File: config.mk
export PLATFORM = sky130hd
export DESIGN_NAME = sample_bus_arbiter
export DESIGN_NICKNAME = d
export VERILOG_FILES = /design/src/rtl/sample_bus_arbiter.sv
export SDC_FILE = /design/constraint.sdc
export NUM_CORES = 1
export LEC_CHECK = 0
export BUFFER_PORTS_ARGS = -buffer_cell sky130_fd_sc_hd__buf_2
export CAP_MARGIN = 20
export CORE_UTILIZATION = 58
export DETAILED_ROUTE_END_ITERATION = 16
export PLACE_DENSITY = 0.79
export SLEW_MARGIN = 20
export SYNTH_ARGS = -nofsm -noshare
export SYNTH_HDL_FRONTEND = slang
export SYNTH_SLANG_ARGS = --single-unit
File: constraint.sdc
create_clock -name clk -period 2.4 [get_ports clk]
set_input_delay 0.12 -clock clk [delete_from_list [all_inputs] [get_ports clk]]
set_output_delay 0.12 -clock clk [all_outputs]
set_load 0.03 [all_outputs]
File: src/rtl/sample_bus_arbiter.sv
// Round-robin owner arbiter for the shared `e` bus: one grant at a time, hold limit,
// and a driver-free turnaround gap between owners.
module sample_bus_arbiter #(
    parameter int NREQ     = 3,
    parameter int MAX_HOLD = 8,
    parameter int TURN_CYC = 1
) (
    input  logic            clk,
    input  logic            rst_n,
    input  logic [NREQ-1:0] req,
    input  logic [NREQ-1:0] done,
    output logic [NREQ-1:0] gnt,
    output logic [1:0]      owner,
    output logic            oe,
    output logic            busy,
    output logic            timeout
);

    typedef enum logic [1:0] {IDLE, OWN, TURN} state_t;

    localparam logic [NREQ-1:0] ONE = {{(NREQ-1){1'b0}}, 1'b1};

    state_t          state;
    logic [7:0]      hold_cnt;
    logic [3:0]      turn_cnt;
    logic [1:0]      last;
    logic [1:0]      pick;
    logic [NREQ-1:0] pick_oh;
    logic            pick_vld;
    logic            rel_norm;

    // First requester after the last-served agent, wrapping modulo NREQ.
    always_comb begin
        int idx;
        pick     = '0;
        pick_oh  = '0;
        pick_vld = 1'b0;
        idx      = 0;
        for (int k = 1; k <= NREQ; k++) begin
            idx = (int'(last) + k) % NREQ;
            if (!pick_vld && |(req & (ONE << idx))) begin
                pick_vld = 1'b1;
                pick     = 2'(idx);
                pick_oh  = ONE << idx;
            end
        end
    end

    // gnt holds the owner's one-hot, so masking with it ignores non-owner bits.
    assign rel_norm = |(done & gnt) || !(|(req & gnt));

    always_ff @(posedge clk or negedge rst_n) begin
        if (!rst_n) begin
            state    <= IDLE;
            gnt      <= '0;
            owner    <= '0;
            last     <= 2'(NREQ - 1);
            oe       <= 1'b0;
            busy     <= 1'b0;
            timeout  <= 1'b0;
            hold_cnt <= '0;
            turn_cnt <= '0;
        end else begin
            timeout <= 1'b0;
            case (state)
                IDLE: begin
                    if (pick_vld) begin
                        gnt      <= pick_oh;
                        owner    <= pick;
                        last     <= pick;
                        oe       <= 1'b1;
                        busy     <= 1'b1;
                        hold_cnt <= 8'd1;
                        state    <= OWN;
                    end
                end
                OWN: begin
                    if (rel_norm || hold_cnt == 8'(MAX_HOLD)) begin
                        gnt      <= '0;
                        oe       <= 1'b0;
                        turn_cnt <= 4'(TURN_CYC);
                        timeout  <= !rel_norm;
                        state    <= TURN;
                    end else begin
                        hold_cnt <= hold_cnt + 8'd1;
                    end
                end
                TURN: begin
                    turn_cnt <= turn_cnt - 4'd1;
                    if (turn_cnt <= 4'd1) begin
                        busy  <= 1'b0;
                        state <= IDLE;
                    end
                end
                default: state <= IDLE;
            endcase
        end
    end

endmodule

==> results of run 1 <==
-- per-layer routing --
layer | track usage [%] | wire length, um
met4 | 6.41 | 19
met3 | 6.67 | 149
met5 | 0 | 0
met1 | 30.1 | 1460
met2 | 37.6 | 1430
-- per-stage QoR --
step | total power, uW | instances
after detailed placement | 1800 | 207
after global routing | 2160 | 212
after global placement | 1750 | 207
after CTS | 2000 | 212
after floorplan | 1610 | 173
final | 1990 | 212
-- cell type report --
class                   count  area share (%)
multi-input cells         127            53.9
flip-flops and latches     23            34.2
repair buffers             18            5.93
inverters                  10            2.22
well taps                  30            2.22
clock buffers               4            1.56
-- timing repair --
item,CTS,global route
hold buffers,1,0
setup endpoints to repair,0,0
hold endpoints to repair,22,0
-- flip-flops by register name, summed over array words and instances, names as in the netlist --
signal / flops
gnt: 3
turn_cnt: 4
busy: 1
state: 2
timeout: 1
last: 1
owner: 2
oe: 1
hold_cnt: 8
-- where the power goes --
group | total [uW] | internal, uW | switching (uW)
registers | 626 | 513 | 113
clock network | 178 | 65.0 | 113
logic | 1180 | 480 | 704
total | 1990 | 1060 | 929
-- cell families after synthesis --
family,after synthesis,synth area share [%]
and+or+nand+nor,70,26.1
AOI/OAI and AO/OA,39,18.5
buffers and inverters,23,7.40
DFF,23,35.9
adders and majority gates,8,6.24
xor gates and xnor gates,6,3.27
muxes,4,2.57
-- critical path: cells and delay by family, from the launching register on --
| family | cells | cell delay (ns) |
|---|---|---|
| fa+ha+maj | 1 | 0.35 |
| flops | 1 | 0.57 |
| buf+inv | 1 | 0.06 |
| compound gates | 3 | 0.48 |
| simple gates | 2 | 0.65 |
-- cell usage after synthesis (4+ instances only) --
library cell / count
a21oi_1: 4
buf_2: 4
dfrtp_1: 22
ha_1: 8
inv_1: 10
nand2_1: 17
nand2b_1: 5
nand3_1: 6
nand4_1: 5
nor2_1: 10
nor3_1: 5
nor4bb_1: 4
o21ai_0: 8
xor2_1: 5
-- worst max-delay path by stage --
stage	startpoint	cells past startpoint	end
after floorplan	last[1]	7	owner[1]
final	last[1]	7	last[1]
after global placement	last[1]	7	owner[1]
after detailed placement	last[1]	7	owner[0]
after CTS	last[1]	7	last[1]
after global routing	owner[0]	7	owner[1]
==> flow_summary.json, run 1 <==
{
  "cpMaxStageDelayCell": "dfstp_2",
  "rsz0062_at_grt": "false",
  "reg2reg_to": "last[1]",
  "clockBufferDepth": 2,
  "maxCapViolCount": 0,
  "layout_common_cells": "dfrtp_1 (22), nand2_1 (17), buf_2 (15), inv_1 (10), nor2_1 (10)",
  "tns_ns": 0,
  "cts_setup_buffers": 0,
  "reg2reg_depth": 7,
  "seq_area_sq_um": 577,
  "grt_pass1_wl_um": 4930,
  "core-area_sq_um": 2540,
  "fin_crit_sh_pct": 90.3,
  "multiInputGateArea_sq_um": 910,
  "r2r_slack_ns": 0.23,
  "portBuffers": 15,
  "cts_tree": "yes",
  "insertion_delay_ns": 0.31,
  "max_slew.worst_pin.slew_ns": 0.539,
  "cts_resized": 0,
  "antenna_left": 0,
  "synth_edf_count": 0,
  "leakagePower_uw": 0.000789,
  "cp_max_fo": 17,
  "fin_crit_ns": 2.17,
  "hold-worst-slack_ns": 0.281,
  "initial_core_util_pct": 63.1,
  "worst_slack_ns": 0.234,
  "crit_chain": "inv_1 -> ha_1 -> or4b_4 -> nand2_1 -> o31ai_1 -> a211oi_2 -> a21o_1",
  "cts_root_buf": "clkbuf_4",
  "arrival_ns": 2.43,
  "row_count": 18,
  "syn_avg_cell_area_sq_um": 9.28,
  "synth.top_cell.area_share_pct": 34.3,
  "gp_congestion": 0.862,
  "crit_path_start_kind": "flop",
  "place_ws_ns": 0.253,
  "viasPerCell": 6.16,
  "ys_types": 55,
  "die_y_um": 54.6,
  "antenna_found_initial": 0,
  "drc": 0,
  "slew_headroom_pct": 64.1,
  "routed-via-count": 1305,
  "synth_warnings": 0,
  "numCtsBuffers": 3,
  "nNetsFinal": 199,
  "numClockSinks": 23,
  "grt_max_degree": 24,
  "grt.total_usage_pct": 23.3,
  "ir_drop_v": 0.00106,
  "r2r-start": "last[1]",
  "dpl_cell_area_sq_um": 1650,
  "avgRoutedWirePerCell_um": 14.4,
  "firstDrtPassIters": 4,
  "path_clk_slew_ns": 0.12,
  "fin_worst_skew_ns": 0.00925,
  "die_area_sq_um": 2980,
  "fmax_ghz": 0.462,
  "drt-initial-drc-count": 39,
  "final_area_sq_um": 1690,
  "antenna_cells": 0,
  "ys.flop_type": "dfrtp_1",
  "critPathMaxStageDelay_ns": 0.57,
  "status": "completed",
  "synth_area_leaders": "dfrtp_1 (34%), ha_1 (6.2%), nand2_1 (4.0%)",
  "yosys.area.top_type": "dfrtp_1",
  "worstHoldPathType": "in2async",
  "final_common_cell": "dfrtp_1",
  "setup_viol": 0,
  "synth.net_count": 189,
  "area_delta_synth_final_pct": 5.14,
  "critPathKind": "reg2reg",
  "ys_seq_area_share_pct": 35.9,
  "p_per_area_nw_per_um2": 1180,
  "yosys_register_bits": 23,
  "fillers": 218,
  "finalMaxSlewViolations": 0,
  "netlist_instances": 173,
  "hpwl_um": 2160,
  "grt_pass1_vias": 1156,
  "worstPathRequired_ns": 2.66,
  "cp-end-kind": "flop",
  "routed_wirelength_um": 3060,
  "utilization_pct": 66.3,
  "synth_area_sq_um": 1610,
  "io_pins": 16,
  "die_x_um": 54.6,
  "async_flop_share_pct": 100,
  "htree_levels": 1,
  "hold_viol_final": 0,
  "drive_gt1_share_pct": 22.0,
  "grt_overflow": 0
}
Note: power is estimated with default switching activity, not from simulation.
==> inputs of run 2 (changes only) <==
Settings changed: ABC_AREA set to 1, CORE_MARGIN set to 4.
==> flow_summary.json, run 2 <==
{
  "status": "completed",
  "numClockSinks": 23,
  "hold_viol_final": 0,
  "worstPathRequired_ns": 2.61,
  "power_uw": 1990,
  "core-area_sq_um": 2500,
  "slew_headroom_pct": 64.9,
  "ys_top_cells_by_count": "nand2_1 (68), nand3_1 (33), dfrtp_1 (22)",
  "cpMaxStageDelayCell": "dfrtp_1",
  "layout_common_cells": "nand2_1 (68), nand3_1 (33), dfrtp_1 (22), inv_1 (17), nor2_1 (17)",
  "path_clk_slew_ns": 0.13,
  "tns_ns": 0,
  "synth.net_count": 216,
  "die_y_um": 59.3,
  "hold-worst-slack_ns": 0.0753,
  "grt_max_degree": 24,
  "synth_warnings": 0,
  "io_pins": 16,
  "cpLargestDelayFamily": "simple AND/OR/NAND/NOR gates",
  "firstDrtPassIters": 5,
  "arrival_ns": 2.20,
  "seqPwrFrac_pct": 30.6,
  "finalMaxSlewViolations": 0,
  "fin_crit_ns": 1.99,
  "htree_levels": 1,
  "row_count": 18,
  "fin_worst_skew_ns": 0.00643,
  "regMostFlops": "hold_cnt",
  "setup_viol": 0,
  "clockPowerShare_pct": 9.1,
  "die_x_um": 59.3,
  "utilization_pct": 66.2,
  "rsz0062_at_grt": "false",
  "insertion_delay_ns": 0.32,
  "nNetsFinal": 235,
  "numCtsBuffers": 3,
  "antenna_found_initial": 0,
  "largest_reg_flops": 8,
  "cp-startpoint": "owner[0]",
  "grt_overflow": 0,
  "p_per_area_nw_per_um2": 1200,
  "fin_crit_sh_pct": 82.9,
  "min_from": "done[0]",
  "cp-end-kind": "flop",
  "drive_gt1_share_pct": 16.1,
  "yosys.area.top_type": "dfrtp_1",
  "viasPerCell": 5.47,
  "p_int_uw": 949,
  "syn_avg_cell_area_sq_um": 7.64,
  "synth_area_sq_um": 1530,
  "ys.flop_type": "dfrtp_1",
  "worstHoldPathType": "in2reg",
  "grt_pass1_vias": 1329,
  "grt.total_usage_pct": 20.4,
  "p_switching_uw": 1040,
  "die_area_sq_um": 3520,
  "synth_area_leaders": "dfrtp_1 (36%), nand2_1 (17%), nand3_1 (11%)",
  "synth.most_common_cell": "nand2_1",
  "antenna_left": 0,
  "routed_wirelength_um": 3130,
  "crit_buf_inv": 1,
  "critPathMaxStageDelay_ns": 0.44,
  "crit_top_cell": "nand2_4",
  "cts_tree": "yes",
  "cts_resized": 0,
  "r2r-start": "owner[0]",
  "drt-initial-drc-count": 66,
  "routed-via-count": 1357,
  "swShare_pct": 52.4,
  "hpwl_um": 2290,
  "gp_congestion": 0.864,
  "fillers": 222,
  "crit_chain": "inv_1 -> ha_1 -> nand2_2 -> nand3_4 -> nor2_8 -> nand2_4 -> nand2_4 -> nand2_4 -> nand2_1 -> nand2_1",
  "fmax_ghz": 0.503,
  "area_delta_synth_final_pct": 8.35,
  "ys_types": 28,
  "pwr-share-comb_pct": 60.3,
  "critPathKind": "reg2reg",
  "final_common_cell": "nand2_1",
  "synth_edf_count": 0,
  "netlist_instances": 200,
  "antenna_cells": 0,
  "top_regs": "hold_cnt x8, turn_cnt x4, gnt x3",
  "ir_drop_v": 0.000832,
  "avgRoutedWirePerCell_um": 12.6,
  "async_flop_share_pct": 100,
  "grt_pass1_wl_um": 5580,
  "portBuffers": 15,
  "drc": 0,
  "clockBufferDepth": 2,
  "initial_core_util_pct": 61.1,
  "yosys_register_bits": 23,
  "maxCapViolCount": 0,
  "cp_max_fo": 18,
  "leakagePower_uw": 0.000886,
  "synth.top_cell.area_share_pct": 36.0,
  "cts_root_buf": "clkbuf_4",
  "max_slew.worst_pin.slew_ns": 0.526,
  "ys_seq_area_share_pct": 37.8,
  "crit_path_start_kind": "flop"
}
-- run 2: path summary, 6_finish.rpt --
kind                          endpoint  slack (ns)  cells past startpoint
max                        hold_cnt[2]        0.41                     10
min                            timeout        0.08                      4
max in group asynchronous      last[1]        1.73                      2
max reg2reg                hold_cnt[2]        0.41                     10
min reg2reg                   owner[1]        0.50                      2
min in group asynchronous  turn_cnt[0]        0.29                      2
-- run 2: power groups by stage --
stage | Clock [uW] | Sequential (uW) | Combinational (uW)
floorplan | 0 | 675 | 905
global placement | 0 | 612 | 1150
detailed placement | 0 | 615 | 1190
CTS | 189 | 608 | 1200
global route | 209 | 629 | 1350
finish | 182 | 609 | 1200
-- run 2: cell type report --
| class | count | area, sq um | share of cell area [%] |
|---|---|---|---|
| multi-input combinational | 157 | 861 | 52.0 |
| inverter | 18 | 67.6 | 4.08 |
| tap | 30 | 37.5 | 2.27 |
| clock inverter | 1 | 5.00 | 0.302 |
| timing repair buffer | 16 | 85.1 | 5.14 |
| sequential | 23 | 577 | 34.8 |
| clock buffer | 3 | 22.5 | 1.36 |
-- run 2: metal layers --
metal  track usage, %  up-vias  share of wire [%]
met4             6.80        0               0.93
met1             26.2      625                 49
met5                0        -                  0
met3             3.92        4                5.9
li1                 -      684                  -
met2             34.2       44                 44
-- run 2: stage by stage --
step                      area (sq um)  setup WS, ns  cells
after floorplan                   1530         0.725    200
after global placement            1620         0.537    243
after detailed placement          1620         0.438    243
after CTS                         1660         0.408    248
after global routing              1660         0.254    248
final                             1660         0.410    248
-- run 2: worst register-to-register path, stage by stage (launching register included) --
cell,delay [ns]
dfrtp_1,0.44
inv_1,0.09
ha_1,0.40
nand2_2,0.14
nand3_4,0.13
nor2_8,0.20
nand2_4,0.07
nand2_4,0.18
nand2_4,0.12
nand2_1,0.09
nand2_1,0.05
-- run 2: logic make-up after synthesis --
kind of cell    count (synthesis)  share of synthesized area (%)
fa+ha+maj                       8                           6.55
simple gates                  139                           44.9
buf+inv                        20                           5.90
compound gates                  7                           3.19
xor+xnor                        3                           1.72
flops                          23                           37.8
-- run 2: what timing repair did --
action	4_1_cts	5_1_grt
buffers inserted	0	0
hold buffers	1	0
endpoints found under the hold margin	22	0
